File: config.mk
export PLATFORM = sky130hd
export DESIGN_NAME = keypad_scanner
export DESIGN_NICKNAME = d
export VERILOG_FILES = /design/src/rtl/keypad_scanner.sv
export SDC_FILE = /design/constraint.sdc
export NUM_CORES = 1
export LEC_CHECK = 0
export CAP_MARGIN = 20
export CELL_PAD_IN_SITES_DETAIL_PLACEMENT = 1
export CELL_PAD_IN_SITES_GLOBAL_PLACEMENT = 1
export CORE_MARGIN = 1
export CORE_UTILIZATION = 30
export DETAILED_ROUTE_END_ITERATION = 16
export HOLD_SLACK_MARGIN = 0.02
export PLACE_DENSITY = 0.63
export SLEW_MARGIN = 20
export SYNTH_ARGS = -nofsm -noshare
export SYNTH_HDL_FRONTEND = slang
export SYNTH_SLANG_ARGS = --single-unit
File: constraint.sdc
create_clock -name clk -period 1.93 [get_ports clk]
set_input_delay 0.386 -clock clk [delete_from_list [all_inputs] [get_ports clk]]
set_output_delay 0.386 -clock clk [all_outputs]
set_load 0.1 [all_outputs]
File: src/rtl/keypad_scanner.sv
// Row-scanned key matrix reader: 2-flop column sync, press/release debounce, first-key lock.
// Define KEYPAD_REPEAT_EN to add periodic one-cycle low pulses on ready while a key is held.
module keypad_scanner #(
  parameter int unsigned ROWS          = 4,
  parameter int unsigned COLS          = 5,
  parameter int unsigned SCAN_DIV      = 1000,
  parameter int unsigned DEBOUNCE_CNT  = 3,
  parameter int unsigned REPEAT_DWELLS = 500
) (
  input  logic            clk,
  input  logic            rst_n,
  input  logic [COLS-1:0] col_n,
  output logic [ROWS-1:0] row_n,
  output logic [4:0]      keycode,
  output logic            ready
);

  localparam int unsigned RowW = (ROWS > 1) ? $clog2(ROWS) : 1;
  localparam int unsigned ColW = (COLS > 1) ? $clog2(COLS) : 1;
  localparam int unsigned CntW = (SCAN_DIV > 1) ? $clog2(SCAN_DIV) : 1;
  localparam int unsigned DebW = (DEBOUNCE_CNT > 0) ? $clog2(DEBOUNCE_CNT + 1) : 1;

  if (ROWS * COLS > 32) begin : gen_bad_matrix
    $error("keypad_scanner: ROWS*COLS must not exceed 32");
  end
  if (ROWS < 1 || COLS < 1 || SCAN_DIV < 1) begin : gen_bad_geometry
    $error("keypad_scanner: ROWS, COLS and SCAN_DIV must be at least 1");
  end
  if (DEBOUNCE_CNT < 1) begin : gen_bad_debounce
    $error("keypad_scanner: DEBOUNCE_CNT must be at least 1");
  end
  if (REPEAT_DWELLS < 1) begin : gen_bad_repeat
    $error("keypad_scanner: REPEAT_DWELLS must be at least 1");
  end

  typedef enum logic [1:0] {StScan, StDebounce, StHeld} state_e;

  state_e          state_q, state_d;
  logic [COLS-1:0] col_meta_q, col_sync_q;
  logic [CntW-1:0] dwell_q, dwell_d;
  logic [RowW-1:0] row_idx_q, row_idx_d;
  logic [ColW-1:0] cand_col_q, cand_col_d;
  logic [4:0]      cand_q, cand_d;
  logic [DebW-1:0] deb_q, deb_d;
  logic [4:0]      keycode_q, keycode_d;
  logic            ready_q, ready_d;

  logic            dwell_end;
  logic [RowW-1:0] row_next;
  logic            any_low;
  logic [ColW-1:0] low_col;
  logic [4:0]      scan_code;
  logic            cand_high;
  logic            deb_full;

`ifdef KEYPAD_REPEAT_EN
  localparam int unsigned RepW = (REPEAT_DWELLS > 1) ? $clog2(REPEAT_DWELLS) : 1;
  logic [RepW-1:0] rep_q, rep_d;
  logic            pulse_q, pulse_d;
`endif

  assign dwell_end = (dwell_q == CntW'(SCAN_DIV - 1));
  assign row_next  = (row_idx_q == RowW'(ROWS - 1)) ? '0 : row_idx_q + 1'b1;
  assign cand_high = col_sync_q[cand_col_q];
  assign deb_full  = (deb_q == DebW'(DEBOUNCE_CNT - 1));
  assign scan_code = 5'((32'(row_idx_q) * COLS) + 32'(low_col));

  // Lowest-index closed column wins when several are low on the driven row.
  always_comb begin
    any_low = 1'b0;
    low_col = '0;
    for (int c = COLS - 1; c >= 0; c--) begin
      if (!col_sync_q[c]) begin
        any_low = 1'b1;
        low_col = ColW'(c);
      end
    end
  end

  always_comb begin
    row_n            = '1;
    row_n[row_idx_q] = 1'b0;
  end

  always_comb begin
    state_d    = state_q;
    dwell_d    = dwell_end ? '0 : dwell_q + 1'b1;
    row_idx_d  = row_idx_q;
    cand_col_d = cand_col_q;
    cand_d     = cand_q;
    deb_d      = deb_q;
    keycode_d  = keycode_q;
    ready_d    = ready_q;
`ifdef KEYPAD_REPEAT_EN
    rep_d      = rep_q;
    pulse_d    = 1'b0;
`endif
    if (dwell_end) begin
      case (state_q)
        StScan: begin
          if (any_low) begin
            state_d    = StDebounce;
            cand_col_d = low_col;
            cand_d     = scan_code;
            deb_d      = '0;
          end else begin
            row_idx_d = row_next;
          end
        end
        StDebounce: begin
          if (!cand_high) begin
            if (deb_full) begin
              state_d   = StHeld;
              keycode_d = cand_q;
              ready_d   = 1'b1;
              deb_d     = '0;
`ifdef KEYPAD_REPEAT_EN
              rep_d     = '0;
`endif
            end else begin
              deb_d = deb_q + 1'b1;
            end
          end else begin
            state_d   = StScan;
            row_idx_d = row_next;
            deb_d     = '0;
          end
        end
        StHeld: begin
          // deb_q now counts consecutive open samples of the locked column.
          if (cand_high && deb_full) begin
            state_d   = StScan;
            ready_d   = 1'b0;
            row_idx_d = row_next;
            deb_d     = '0;
          end else begin
            deb_d = cand_high ? deb_q + 1'b1 : '0;
          end
`ifdef KEYPAD_REPEAT_EN
          // Release wins over a repeat pulse landing on the same dwell end.
          if (cand_high && deb_full) begin
            rep_d = '0;
          end else if (rep_q == RepW'(REPEAT_DWELLS - 1)) begin
            rep_d   = '0;
            pulse_d = 1'b1;
          end else begin
            rep_d = rep_q + 1'b1;
          end
`endif
        end
        default: begin
          state_d = StScan;
        end
      endcase
    end
  end

  always_ff @(posedge clk) begin
    if (!rst_n) begin
      state_q    <= StScan;
      col_meta_q <= '1;
      col_sync_q <= '1;
      dwell_q    <= '0;
      row_idx_q  <= '0;
      cand_col_q <= '0;
      cand_q     <= '0;
      deb_q      <= '0;
      keycode_q  <= '0;
      ready_q    <= 1'b0;
    end else begin
      state_q    <= state_d;
      col_meta_q <= col_n;
      col_sync_q <= col_meta_q;
      dwell_q    <= dwell_d;
      row_idx_q  <= row_idx_d;
      cand_col_q <= cand_col_d;
      cand_q     <= cand_d;
      deb_q      <= deb_d;
      keycode_q  <= keycode_d;
      ready_q    <= ready_d;
    end
  end

`ifdef KEYPAD_REPEAT_EN
  always_ff @(posedge clk) begin
    if (!rst_n) begin
      rep_q   <= '0;
      pulse_q <= 1'b0;
    end else begin
      rep_q   <= rep_d;
      pulse_q <= pulse_d;
    end
  end

  assign ready = ready_q & ~pulse_q;
`else
  assign ready = ready_q;
`endif

  assign keycode = keycode_q;

endmodule
; Word-level counts from Yosys, hierarchy flattened
; Cells that the tools add are included.
[op_classes]
eq_ne = 12
magnitude_cmp = 3
n_mux = 34
n_bitwise = 3
n_mul = 1
reduce_logical = 12
n_addsub = 4
[op_table]
columns = cell, count
row1 = $mux W2, 13
row2 = $pmux W2 S3, 3
row3 = $mux W3, 5
row4 = $ne A2 B2 Y1 const B, 6
row5 = $add A10 B1 Y10 const B, 1
row6 = $eq A10 B10 Y1 const B, 1
row7 = $mux W1, 10
row8 = $reduce_and A5 Y1, 2
row9 = $reduce_and A4 Y1, 2
row10 = $eq A2 B2 Y1 const B, 3
row11 = $reduce_and A3 Y1, 2
row12 = $add A5 B3 Y5, 1
row13 = $mul A2 B3 Y5 const B, 1
row14 = $add A2 B1 Y2 const B, 2
row15 = $lt A3 B4 Y1 const B, 1
row16 = $not A4 Y4, 1
row17 = $bmux W1 S3, 1
row18 = $lt A2 B3 Y1 const B, 1
row19 = $ne A3 B3 Y1 const B, 1
row20 = $reduce_bool A3 Y1, 1
row21 = $demux W1 S2, 1
row22 = $eq A2 B1 Y1 const B, 1
row23 = $ge A2 B1 Y1 const B, 1
row24 = $logic_and A1 B1 Y1, 2
row25 = other kinds (5), 6
[word_totals]
input_bits = 7
ff_bits = 40
output_inout_bits = 10

; Longest topological paths before layout
[logic_depth]
depth_word = 7
depth_mapped = 9
ltp_nobuf = 9

; Worst setup path after synthesis
; No wires, ideal clock.
[synth_path]
path_type = reg2reg
from = register cand_col_q[0]
to = register keycode_q[0] (netlist: keycode[0])
period_less_slack_ps = 1895
path_slack_ps = 35
setup_time_ps = 118
path_stages_with_launch = 6
arrival_ps = 1777
required_ps = 1812
path_cell_list = dfxtp_1 -> mux2_4 -> mux2_4 -> a2111oi_4 -> mux2i_1 -> nor2_1
[synth_between]
elab_chain_cells = 4
[synth_rtl]
columns = item, line_no
row1 = from (decl), 42  ; logic [ColW-1:0] cand_col_q, cand_col_d;
row2 = from (signal assigned), 176  ; cand_col_q <= cand_col_d;
row3 = $bmux W1 S3, 64  ; assign cand_high = col_sync_q[cand_col_q];
row4 = $mux W1 (implied by the code), 64
row5 = $not A1 Y1 (no line), n/a
row6 = $reduce_and A4 Y1 (no line), n/a
row7 = to (signal assigned), 179  ; keycode_q <= keycode_d;
row8 = to (decl), 45  ; logic [4:0] keycode_q, keycode_d;
; Every way passes these cells. The select of a mux whose other input is x is not followed.
; A chain may end at the register's enable or synchronous reset.

; Worst setup path in the final report
[layout_path]
from = register row_idx_q[0]
to = output port row_n[2]
[layout_between]
elab_chain_cells = 5
elab_cells_between_ends = 6
cone_classes = order compare (2) / mux (2) / bitwise (1) / reduce/logical (1)
[layout_rtl]
columns = item, line_no
row1 = from (decl), 41  ; logic [RowW-1:0] row_idx_q, row_idx_d;
row2 = from (signal assigned), 175  ; row_idx_q <= row_idx_d;
row3 = $lt A2 B3 Y1 (implied by the code) / $ge A2 B1 Y1 (equally long branches), 82  ; row_n[row_idx_q] = 1'b0;
row4 = $logic_and A1 B1 Y1 (implied by the code), 82
row5 = $mux W1 (implied by the code), 82
row6 = $demux W1 S2 (*), 82
row7 = $not A4 Y4 (no line) (*), n/a
row8 = to (decl), 13  ; output logic [ROWS-1:0] row_n,
; Mark *: on every way between the ends. The rest lies on a longest branch, timed or not.

==> qor.yml <==
run_status:
  outcome: "completed"
cells_and_area:
  fill_cells: 755
  instances_no_fill: 329
  insertedDiodeCount: 0
  ff_latch_area_um2: 811
  area_growth_pct: 29.2
  multi_input_area_mm2: 0.00119
  drive_gt1_share_pct: 22.2
  fin_nets: 277
  finalInstanceArea_mm2: 0.00260
critical_path:
  reg2reg_slack_ns: 0.09
  cp.arrival_ns: 1.47
  slowest_delay_ns: 0.45
  path_depth: 5
  rr_startpoint: "col_sync_q[0]$_SDFF_PN1_"
  cp_top_family: "buffers and inverters"
  ff2ff_path_depth: 8
  reg2reg_to: "cand_q[3]$_SDFFE_PN0P_"
  slowest_stage: "dfxtp_1"
  path_cells: "buf_4 > inv_1 > ha_1 > inv_1 > buf_12"
  worstSetupPathType: "flop to primary output"
  cp.required_ns: 1.54
  crit_path_start_kind: "flop"
  end_kind: "primary output"
  cp_num_buf_inv: 4
  cp_max_fo: 5
  cp_common_cell: "inv_1"
placed_design:
  dpl.hpwl_um: 3350
  dpl-instance-area_mm2: 0.00240
  place_congestion: 0.756
  io_buffers: 16
  placed_cells: 320
sta:
  finalCriticalPeriod_ns: 1.86
  drv_slew: 0
  final.setup.tns_ns: 0
  slew-limit-headroom_pct: 70.6
  max_clock_freq_mhz: 539
  rsz0062_at_grt: "true"
  fin_worst_skew_ns: 0.00402
  worstMarginPinSlew_ns: 0.437
  finalSetupViolCount: 0
  min_period_over_period_pct: 96.2
  hold_viol_final: 0
global_route:
  grt_antenna_before_repair: 0
  grt_pass1_vias: 1673
  busiest_layer: "met2"
  track_usage_pct: 13.6
  grt_max_degree: 15
  overflow: 0
  grt_use_met3_pct: 2.67
  gr-usage-met1_pct: 17.0
  gr-usage-met2_pct: 23.1
  grt_pass1_wl_um: 7730
synthesis:
  synth_compound_area_share_pct: 11.6
  synthMuxAreaShare_pct: 8.46
  synth_xor_area_share_pct: 3.92
  synth_area_leader_cell: "dfxtp_1"
  avgSynthCellArea_um2: 9.31
  synthSimpleGateAreaFrac_pct: 20.0
  synthAdderAreaFrac_pct: 12.2
  synth-seq-cells: 40
  syn_area_mm2: 0.00201
  netlist_top_cells_area: "dfxtp_1 (40%), ha_1 (11%), mux2i_1 (7.0%), nor2_1 (5.2%), nand2b_1 (4.0%)"
  syn_nets: 242
  yosys.area.top_type_share_pct: 39.8
  ys.flop_type: "dfxtp_1"
  ys_seq_area_share_pct: 39.8
  ys.warnings.count: 0
  synth_top_family_by_area: "simple AND/OR/NAND/NOR gates"
  synth_edf_count: 0
  synthArstFlopShare_pct: 0
  postSynthCellCount: 216
  yosys.cell_types.count: 37
floorplanning:
  row_count: 29
  initial_core_util_pct: 31.3
  num_io_pins: 17
  die_w_um: 83.9
  dieArea_mm2: 0.00704
  design.core.area_mm2: 0.00642
  die_y_um: 83.9
power_and_ir_drop:
  max-vdd-ir-drop_v: 0.000347
  power_leakage_uw: 0.00101
  power.density_mw_per_mm2: 637
  total_power_uw: 1660
routing:
  vias_per_cell: 4.92
  ant_nets: 0
  dr.pass1.iters: 4
  postRouteWirelength_um: 4370
  post_drt_wl_per_cell_um: 13.3
  drt_iter0_markers: 43
  vias: 1620
  drc: 0
min_path:
  hp-class: "flop to flop"
  hold_end: "col_sync_q[3]$_SDFF_PN1_"
  min_from: "col_meta_q[3]$_SDFF_PN1_"
  holdPathStages: 1
run:
  max_cap_violations: 0
clocking:
  path_clk_slew_ns: 0.08
  ctsHoldBuffers: 0
  cts_tree: "built"
  clkSinkCount: 40
  clock_latency_ns: 0.30
  h-tree-depth: 2
  numCtsBuffers: 5
  cts-root-buf: "clkbuf_8"
  clockBufferDepth: 2
-- stage by stage --
stage,setup slack (ns),util [%],hold slack (ns)
6_report,0.0730,40.5,0.412
5_1_grt,-0.00559,40.5,0.427
4_1_cts,0.00218,39.3,0.419
3_5_place_dp,-0.0690,37.4,0.397
3_3_place_gp,-0.0280,37.4,0.391
2_1_floorplan,0.0351,-,0.386
-- logic make-up (layout without fill, tap and decap cells) --
| kind of cell | Yosys count | count (layout) |
|---|---|---|
| adders and majority gates | 19 | 19 |
| DFF | 40 | 40 |
| AOI/OAI and AO/OA | 31 | 31 |
| muxes | 16 | 16 |
| xor gates and xnor gates | 9 | 9 |
| buffers and inverters | 21 | 57 |
| and+or+nand+nor | 80 | 80 |
-- power breakdown --
part           internal, uW  switching (uW)  total (uW)
sequential              839            11.2         850
combinational          47.8            41.0        88.8
clock                   390             327         717
total                  1280             379        1660
-- cells in the final DEF, fill, tap and decap left out, types with 2 or more instances in the layout --
cell	synthesis	routed
clkdlybuf4s50_1	0	6
nor3_1	4	3
dfxtp_1	40	34
dfxtp_2	0	5
buf_4	0	20
buf_12	0	5
nand3_1	8	8
mux2i_1	14	14
xor2_1	4	4
xnor2_1	5	5
and2_1	2	2
ha_1	18	16
nand2b_1	13	13
a21oi_1	12	11
o41ai_2	0	2
o21ai_0	2	2
clkbuf_8	0	5
nor2_1	28	28
nand2_1	12	12
a32o_1	2	2
o2111ai_1	2	2
a211oi_1	4	3
and3_1	4	4
inv_1	17	17
mux2_4	2	2
-- layer usage --
metal / wire length (um) / up-vias
li1: - / 810
met1: 2140 / 783
met2: 2050 / 19
met3: 103 / 8
met4: 78 / 0
met5: 0 / -
-- registers in the layout (all words and copies together) (netlist names) --
| register | cells |
|---|---|
| cand_q | 5 |
| cand_col_q | 3 |
| col_sync_q | 5 |
| col_meta_q | 5 |
| ready | 1 |
| state_q | 2 |
| keycode | 5 |
| deb_q | 2 |
| dwell_q | 10 |
| row_idx_q | 2 |
-- worst register-to-register path, stage by stage (launching register included) --
cell     delay [ns]
dfxtp_2        0.34
and4_4         0.20
nor2b_4        0.14
ha_4           0.27
inv_1          0.05
fa_1           0.43
xnor2_1        0.13
mux2i_1        0.13
nor2_1         0.05
-- cells in the mapped netlist, types with 2 or more instances --
library cell	n
dfxtp_1	40
nor2_1	28
ha_1	18
inv_1	17
mux2i_1	14
nand2b_1	13
a21oi_1	12
nand2_1	12
nand3_1	8
xnor2_1	5
a211oi_1	4
and3_1	4
nor3_1	4
xor2_1	4
a21boi_0	2
a32o_1	2
and2_1	2
and4_1	2
buf_2	2
clkbuf_1	2
mux2_4	2
o2111ai_1	2
o21ai_0	2
o41ai_1	2
-- worst max-delay path by stage --
stage                              end  slack, ns                  startpoint
5_1_grt         cand_q[3]$_SDFFE_PN0P_     -0.006    col_sync_q[3]$_SDFF_PN1_
4_1_cts         cand_q[3]$_SDFFE_PN0P_      0.002    col_sync_q[3]$_SDFF_PN1_
2_1_floorplan  keycode[0]$_SDFFE_PN0P_       0.04  cand_col_q[0]$_SDFFE_PN0P_
3_3_place_gp    cand_q[3]$_SDFFE_PN0P_      -0.03    col_sync_q[3]$_SDFF_PN1_
3_5_place_dp    cand_q[3]$_SDFFE_PN0P_      -0.07    col_sync_q[2]$_SDFF_PN1_
6_report                      row_n[2]       0.07   row_idx_q[0]$_SDFFE_PN0P_
-- repair_timing --
action                     4_1_cts  5_1_grt
resized for setup                7       15
gates cloned                     0        0
setup endpoints to repair        5       15
pin swaps                        0        3
setup buffers                    0        1
-- layout make-up --
cell class	count	area share, %
clock buffers	5	2.65
clock inverters	3	1.78
inverters	17	2.45
multi-input cells	155	45.9
flip-flops and latches	40	31.2
well taps	77	3.71
repair buffers	32	12.4
Note: power is estimated with default switching activity, not from simulation.
